### config.mk
export PLATFORM = sky130hd
export DESIGN_NAME = playseq_detector_jogada_flat
export DESIGN_NICKNAME = d
export VERILOG_FILES = /design/src/rtl/playseq_detector_jogada_if.sv /design/src/rtl/playseq_detector_jogada.sv /design/src/flat_wrapper.sv
export SDC_FILE = /design/constraint.sdc
export NUM_CORES = 1
export LEC_CHECK = 0
export CAP_MARGIN = 0
export CORE_UTILIZATION = 58
export CTS_BUF_LIST = sky130_fd_sc_hd__clkbuf_4 sky130_fd_sc_hd__clkbuf_8
export CTS_CLUSTER_DIAMETER = 30
export CTS_CLUSTER_SIZE = 10
export DETAILED_ROUTE_END_ITERATION = 7
export PLACE_DENSITY = 0.78
export SETUP_SLACK_MARGIN = 0.02
export SKIP_LAST_GASP = 1
export SYNTH_ARGS = -nofsm -noshare
export SYNTH_HDL_FRONTEND = slang
export SYNTH_SLANG_ARGS = --single-unit
### constraint.sdc
create_clock -name clock -period 3.7 [get_ports clock]
set_clock_uncertainty 0.15 [all_clocks]
set_input_delay 0.74 -clock clock [delete_from_list [all_inputs] [get_ports clock]]
set_output_delay 0.74 -clock clock [all_outputs]
set_load 0.005 [all_outputs]
### src/rtl/playseq_detector_jogada_if.sv
// Signal bundle between the player buttons/control unit and the jogada detector.
// master = button/control side, slave = detector.
interface playseq_detector_jogada_if #(
  parameter int NBOTOES = 4
);
  logic [NBOTOES-1:0] botoes;
  logic               habilita;
  logic [NBOTOES-1:0] jogada;
  logic               tem_jogada;
  logic               erro_multiplo;
  logic [2:0]         db_estado;

  modport master (
    output botoes, habilita,
    input  jogada, tem_jogada, erro_multiplo, db_estado
  );

  modport slave (
    input  botoes, habilita,
    output jogada, tem_jogada, erro_multiplo, db_estado
  );
endinterface

### src/rtl/playseq_detector_jogada.sv
// Debounced one-hot play detector: one tem_jogada strobe per physical press.
// Optional input synchronizer enabled by PLAYSEQ_SINCRONIZADOR_EN.
//
// state        | meaning
// OCIOSO       | waiting for a nonzero press while habilita is high
// FILTRA       | press must stay identical for DEBOUNCE_CICLOS edges
// VALIDA       | accept one-hot press or flag multi-button press
// PULSO        | tem_jogada strobe cycle
// ESPERA_SOLTA | waiting for all buttons released
// FILTRA_SOLTA | release must stay stable for DEBOUNCE_CICLOS edges
module playseq_detector_jogada #(
  parameter int NBOTOES         = 4,
  parameter int DEBOUNCE_CICLOS = 50000
) (
  input logic                     clock,
  input logic                     reset,
  playseq_detector_jogada_if.slave bus
);

  localparam int CW = $clog2(DEBOUNCE_CICLOS);
  localparam logic [CW-1:0] CONT_MAX = CW'(DEBOUNCE_CICLOS - 1);

  typedef enum logic [2:0] {
    OCIOSO       = 3'd0,
    FILTRA       = 3'd1,
    VALIDA       = 3'd2,
    PULSO        = 3'd3,
    ESPERA_SOLTA = 3'd4,
    FILTRA_SOLTA = 3'd5
  } estado_t;

  estado_t            estado;
  logic [CW-1:0]      cont;
  logic [NBOTOES-1:0] amostra;
  logic [NBOTOES-1:0] jogada_r;
  logic               tem_r;
  logic               erro_r;
  logic [NBOTOES-1:0] sinc;

`ifdef PLAYSEQ_SINCRONIZADOR_EN
  logic [NBOTOES-1:0] sinc_meta;

  always_ff @(posedge clock) begin
    if (!reset) begin
      sinc_meta <= '0;
      sinc      <= '0;
    end else begin
      sinc_meta <= bus.botoes;
      sinc      <= sinc_meta;
    end
  end
`else
  assign sinc = bus.botoes;
`endif

  // Strobes are registered one edge ahead so they line up with the state they belong to.
  always_ff @(posedge clock) begin
    if (!reset) begin
      estado   <= OCIOSO;
      cont     <= '0;
      amostra  <= '0;
      jogada_r <= '0;
      tem_r    <= 1'b0;
      erro_r   <= 1'b0;
    end else begin
      tem_r  <= 1'b0;
      erro_r <= 1'b0;
      case (estado)
        OCIOSO: begin
          if (bus.habilita && (sinc != '0)) begin
            estado  <= FILTRA;
            amostra <= sinc;
            cont    <= '0;
          end
        end
        FILTRA: begin
          if ((sinc != amostra) || !bus.habilita) begin
            estado <= OCIOSO;
          end else if (cont == CONT_MAX) begin
            estado <= VALIDA;
            erro_r <= !$onehot(amostra);
          end else begin
            cont <= cont + 1'b1;
          end
        end
        VALIDA: begin
          if ($onehot(amostra)) begin
            jogada_r <= amostra;
            tem_r    <= bus.habilita;
            estado   <= PULSO;
          end else begin
            estado <= ESPERA_SOLTA;
          end
        end
        PULSO: begin
          estado <= ESPERA_SOLTA;
        end
        ESPERA_SOLTA: begin
          if (sinc == '0) begin
            estado <= FILTRA_SOLTA;
            cont   <= '0;
          end
        end
        FILTRA_SOLTA: begin
          if (sinc != '0) begin
            estado <= ESPERA_SOLTA;
          end else if (cont == CONT_MAX) begin
            estado <= OCIOSO;
          end else begin
            cont <= cont + 1'b1;
          end
        end
        default: begin
          estado <= OCIOSO;
        end
      endcase
    end
  end

  assign bus.jogada        = jogada_r;
  assign bus.tem_jogada    = tem_r;
  assign bus.erro_multiplo = erro_r;
  assign bus.db_estado     = estado;

endmodule
### src/flat_wrapper.sv
// flat-port wrapper written by rule: the top's interface ports become plain ports
module playseq_detector_jogada_flat 
#(
  parameter int NBOTOES         = 4,
  parameter int DEBOUNCE_CICLOS = 50000
)
  (clock, reset, bus_botoes, bus_habilita, bus_jogada, bus_tem_jogada, bus_erro_multiplo, bus_db_estado);
  playseq_detector_jogada_if #(.NBOTOES(NBOTOES)) bus_i ();
  input logic clock;
  input logic reset;
  input wire logic [$bits(bus_i.botoes)-1:0] bus_botoes;
  input wire logic [$bits(bus_i.habilita)-1:0] bus_habilita;
  output wire logic [$bits(bus_i.jogada)-1:0] bus_jogada;
  output wire logic [$bits(bus_i.tem_jogada)-1:0] bus_tem_jogada;
  output wire logic [$bits(bus_i.erro_multiplo)-1:0] bus_erro_multiplo;
  output wire logic [$bits(bus_i.db_estado)-1:0] bus_db_estado;
  assign bus_i.botoes = bus_botoes;
  assign bus_i.habilita = bus_habilita;
  assign bus_jogada = bus_i.jogada;
  assign bus_tem_jogada = bus_i.tem_jogada;
  assign bus_erro_multiplo = bus_i.erro_multiplo;
  assign bus_db_estado = bus_i.db_estado;
  playseq_detector_jogada #(.NBOTOES(NBOTOES), .DEBOUNCE_CICLOS(DEBOUNCE_CICLOS)) u_core (.clock(clock), .reset(reset), .bus(bus_i));
endmodule
## Word-level counts from Yosys, hierarchy flattened

Cells that the tools add are included.

| word-level totals | value |
|---|---|
| output and inout bits | 9 |
| RAM bits | 0 |
| logic and storage cells | 55 |
| memories kept | 0 |
| bits in registers | 29 |
| memory bits (read-only) | 0 |
| input bits | 7 |
| latch bits | 0 |

| operators by class | value |
|---|---|
| equal/unequal tests | 14 |
| div/mod/pow operators | 0 |
| shift operators | 0 |
| add/sub/neg operators | 4 |
| reduce and logical (&&, ||, !) cells | 14 |
| mux-type cells | 14 |
| bitwise gates (word level) | 3 |
| multipliers | 0 |
| $lt $le $gt $ge | 0 |

Operators with widths:

| cell | count |
|---|---|
| 16-bit two-way mux | 5 |
| 16-bit one-hot mux with 4 select lines | 1 |
| 3-bit two-way mux | 7 |
| 3-bit one-hot mux with 6 select lines | 1 |
| 16-bit by 1-bit adder with 16-bit output, second input constant | 1 |
| 16-bit == test, second input constant | 1 |
| 4-bit nonzero test | 2 |
| 3-bit by 1-bit == test with 1-bit output, second input constant | 2 |
| 3-bit by 2-bit == test with 1-bit output, second input constant | 2 |
| 3-bit == test, second input constant | 2 |
| 3-bit by 1-bit inequality test with 1-bit output, second input constant | 2 |
| 5-bit AND reduction | 1 |
| 1-bit by 1-bit adder with 2-bit output | 2 |
| 4-bit logical NOT | 1 |
| 2-bit by 1-bit inequality test with 1-bit output, second input constant | 2 |
| 2-bit inequality test, second input constant | 2 |
| 4-bit inequality test | 1 |
| 2-bit AND reduction | 2 |
| 4-bit AND reduction | 1 |
| 4-bit OR reduction | 1 |
| 3-bit adder | 1 |
| 3-bit logical NOT | 1 |
| 1-bit inverter | 3 |
| 3-bit AND reduction | 1 |
| other kinds (3) | 4 |

## Logic depth before layout (Yosys ltp)

| logic depth | value |
|---|---|
| depth after elaboration | 5 |
| mapped depth | 8 |

## Worst setup path after synthesis

OpenSTA, ideal clock, no wires.

| timing path | value |
|---|---|
| kind | reg2reg |
| start point | register u_core.amostra[0] |
| end point | register u_core.jogada_r[0] (netlist: u_core.bus.jogada[0]) |
| clock period less this slack | 3.018 ns |
| path buffers | 1 |
| required time | 3.422 ns |
| slack | 0.682 ns |
| stages on the path, launching flop included | 9 |
| arrival | 2.740 ns |
| cell sequence | dfxtp_1 -> ha_1 -> ha_1 -> fa_1 -> or3b_2 -> or4b_2 -> clkbuf_1 -> mux2i_1 -> nor2_1 |

| on the way | value |
|---|---|
| longest elaborated chain between the ends | 4 |

RTL lines:

| what | line | RTL |
|---|---|---|
| from (decl) | playseq_detector_jogada.sv:34 | `logic [NBOTOES-1:0] amostra;` |
| from (signal assigned) | playseq_detector_jogada.sv:72 | `amostra <= sinc;` |
| 1-bit by 1-bit adder with 2-bit output (implied by the code) | playseq_detector_jogada.sv:87 | `if ($onehot(amostra)) begin` |
| 3-bit adder (implied by the code) | playseq_detector_jogada.sv:87 |  |
| 3-bit by 1-bit == test with 1-bit output | playseq_detector_jogada.sv:87 |  |
| 2-bit AND reduction (no line) | n/a |  |
| to (signal assigned) | playseq_detector_jogada.sv:88 | `jogada_r <= amostra;` |
| to (decl) | playseq_detector_jogada.sv:35 | `logic [NBOTOES-1:0] jogada_r;` |

Parallel ways exist; a longest one is shown, timed or not.
A chain may end at the register's enable or synchronous reset.

## Worst setup path in the final report

Ends and elaborated chain as after synthesis.

==> flow_summary.json <==
{
  "status": "finished clean",
  "drt-met1-wl_mm": 1.87,
  "grt_pass1_vias": 1295,
  "worstPathRequired_ps": 3740,
  "top_layer_used": "met4",
  "cp.arrival_ps": 3290,
  "route.met2.wl_mm": 1.76,
  "synth_most_common_cell": "dfxtp_1",
  "synthesis.nets": 206,
  "drcViolationCount": 0,
  "cts_tree": "done",
  "fp-row-count": 18,
  "place_hpwl_mm": 2.76,
  "clock_latency_ps": 340,
  "num_antenna_cells": 0,
  "post_drt_wl_per_cell_um": 17.1,
  "via_count": 1593,
  "period_minus_slack_ps": 3250,
  "hold_violations": 0,
  "pin_count": 16,
  "nets": 219,
  "postCtsResizedCells": 0,
  "relSlewSlack_pct": 42.0,
  "path_max_fanout": 6,
  "drt-total-wl_mm": 4.05,
  "synth_flop_cell": "dfxtp_1",
  "finalCritPeriodShare_pct": 87.8,
  "post-synth-top-area-cell": "dfxtp_1",
  "root_buffer": "clkbuf_4",
  "drt-initial-drc-count": 81,
  "grt_pass1_wl_mm": 6.16,
  "worstSetupPathType": "reg2reg",
  "htree_levels": 2,
  "clk_pin_slew_ps": 90,
  "power-per-cell-area_nw_per_um2": 332,
  "syn_to_final_growth_pct": 13.1,
  "yosys_warnings": 0,
  "cts_num_sinks": 29,
  "grt_use_total_pct": 29.8,
  "endpoint_kind": "flop",
  "p_leak_nw": 0.678,
  "async_reset_ff_share_pct": 0,
  "finish.instance_area_um2": 1840,
  "via_per_inst": 6.72,
  "wl_met3_um": 353,
  "overflow": 0,
  "cts-hold-fix-buffers": 0,
  "postCtsSetupRepairBufs": 0,
  "grt_max_degree": 26,
  "drv_cap": 0,
  "synthTopCellsByArea": "dfxtp_1 (36%), nor2_1 (5.8%), nand4b_1 (3.8%), a21oi_1 (3.7%), mux2i_1 (3.7%)",
  "syn_area_per_cell_um2": 8.37,
  "drv_slew": 0,
  "antenna_found_initial": 0,
  "ys_seq_area_share_pct": 35.7,
  "fmax_ghz": 0.308,
  "hold_path.class": "reg2reg",
  "peakVddDrop_mv": 0.299,
  "cts_made_buffers": 5,
  "clockBufferDepth": 2,
  "dr.pass1.iters": 5,
  "placed_area_um2": 1780,
  "ys_types": 42,
  "synth_edf_count": 0,
  "coreArea_um2": 2570,
  "synth_common_cells": "dfxtp_1 (29), nor2_1 (25), a21oi_1 (12)",
  "fp.dieArea_um2": 3020,
  "die_w_um": 54.9,
  "synth_area_um2": 1620,
  "worstMarginPinSlew_ps": 868,
  "rsz0062_at_grt": "no",
  "synth-seq-cells": 29,
  "io_buffers": 15,
  "die-height_um": 54.9,
  "synth_top_area_share_pct": 35.7,
  "crit_path_start_kind": "flop",
  "start_util_pct": 63.3,
  "setup_viol": 0,
  "ant_nets": 0,
  "place_congestion": 0.905,
  "layout-drive-gt1-share_pct": 5.80,
  "tns_ps": 0,
  "synthCells": 194
}
[per-layer routing]
layer	GRT usage, %	vias up
met5	0	-
met4	9.58	0
met3	9.84	10
met2	40.2	75
met1	44.0	744
li1	-	764
[through the flow]
| step | worst slack, ps | cells | total power, mW | util [%] | hold slack [ps] |
|---|---|---|---|---|---|
| floorplan | 682 | 194 | 0.385 | - | 290 |
| global placement | 464 | 230 | 0.409 | 69.2 | 309 |
| detailed placement | 425 | 230 | 0.413 | 69.2 | 323 |
| CTS | 475 | 237 | 0.611 | 71.5 | 335 |
| global route | 342 | 237 | 0.635 | 71.5 | 357 |
| finish | 450 | 237 | 0.609 | 71.5 | 332 |
[flip-flops by register name (all words and copies together) (netlist names)]
register	cells
u_core.cont	16
u_core.amostra	4
u_core.bus.jogada	4
u_core.bus.db_estado	3
u_core.bus.tem_jogada	1
u_core.bus.erro_multiplo	1
[final cells by class]
class	instances	area [um2]
tap	30	37.5
fill	217	731
timing repair buffer	17	165
clock buffer	7	58.8
multi-input combinational	151	983
sequential	29	581
inverter	3	11.3
[logic make-up after synthesis]
kind of cell	count (synthesis)	share of synthesized area, %
and+or+nand+nor	86	29.8
AOI/OAI and AO/OA	50	20.6
DFF	29	35.7
buffers and inverters	14	3.70
muxes	6	3.70
adders and majority gates	5	4.31
xor gates and xnor gates	4	2.16
[placed cells by master (no fill, tap or decap), types with 7 or more instances in the layout]
cell type        instances
a31oi_1                  8
clkdlybuf4s50_1         15
a21oi_1                 12
nand3_1                 10
nand4b_1                 7
dfxtp_1                 29
nor2_1                  25
nand2_1                  8
[worst paths after layout]
path                                       start                                end  slack [ps]  cells after the start
setup / recovery  u_core.amostra[0]$_SDFFE_PN0P_  u_core.bus.jogada[0]$_SDFFE_PN0P_         450                      7
setup reg to reg  u_core.amostra[0]$_SDFFE_PN0P_  u_core.bus.jogada[0]$_SDFFE_PN0P_         450                      7
hold reg to reg     u_core.cont[15]$_SDFFE_PN0P_       u_core.cont[15]$_SDFFE_PN0P_         330                      1
hold / removal      u_core.cont[15]$_SDFFE_PN0P_       u_core.cont[15]$_SDFFE_PN0P_         330                      1
[where the power goes]
part	switching (mW)	total [mW]	internal [mW]	leakage, nW
clock network	0.105	0.202	0.0968	0.0348
logic	0.0522	0.0834	0.0312	0.409
registers	0.00828	0.324	0.316	0.234
[worst max-delay path, stage by stage, from the launching register on]
cell	delay, ps
dfxtp_1	450
ha_1	270
ha_1	210
fa_1	420
or3b_2	540
or4b_2	800
mux2i_1	200
nor2_1	50
Power figures use the tool's default switching activity.
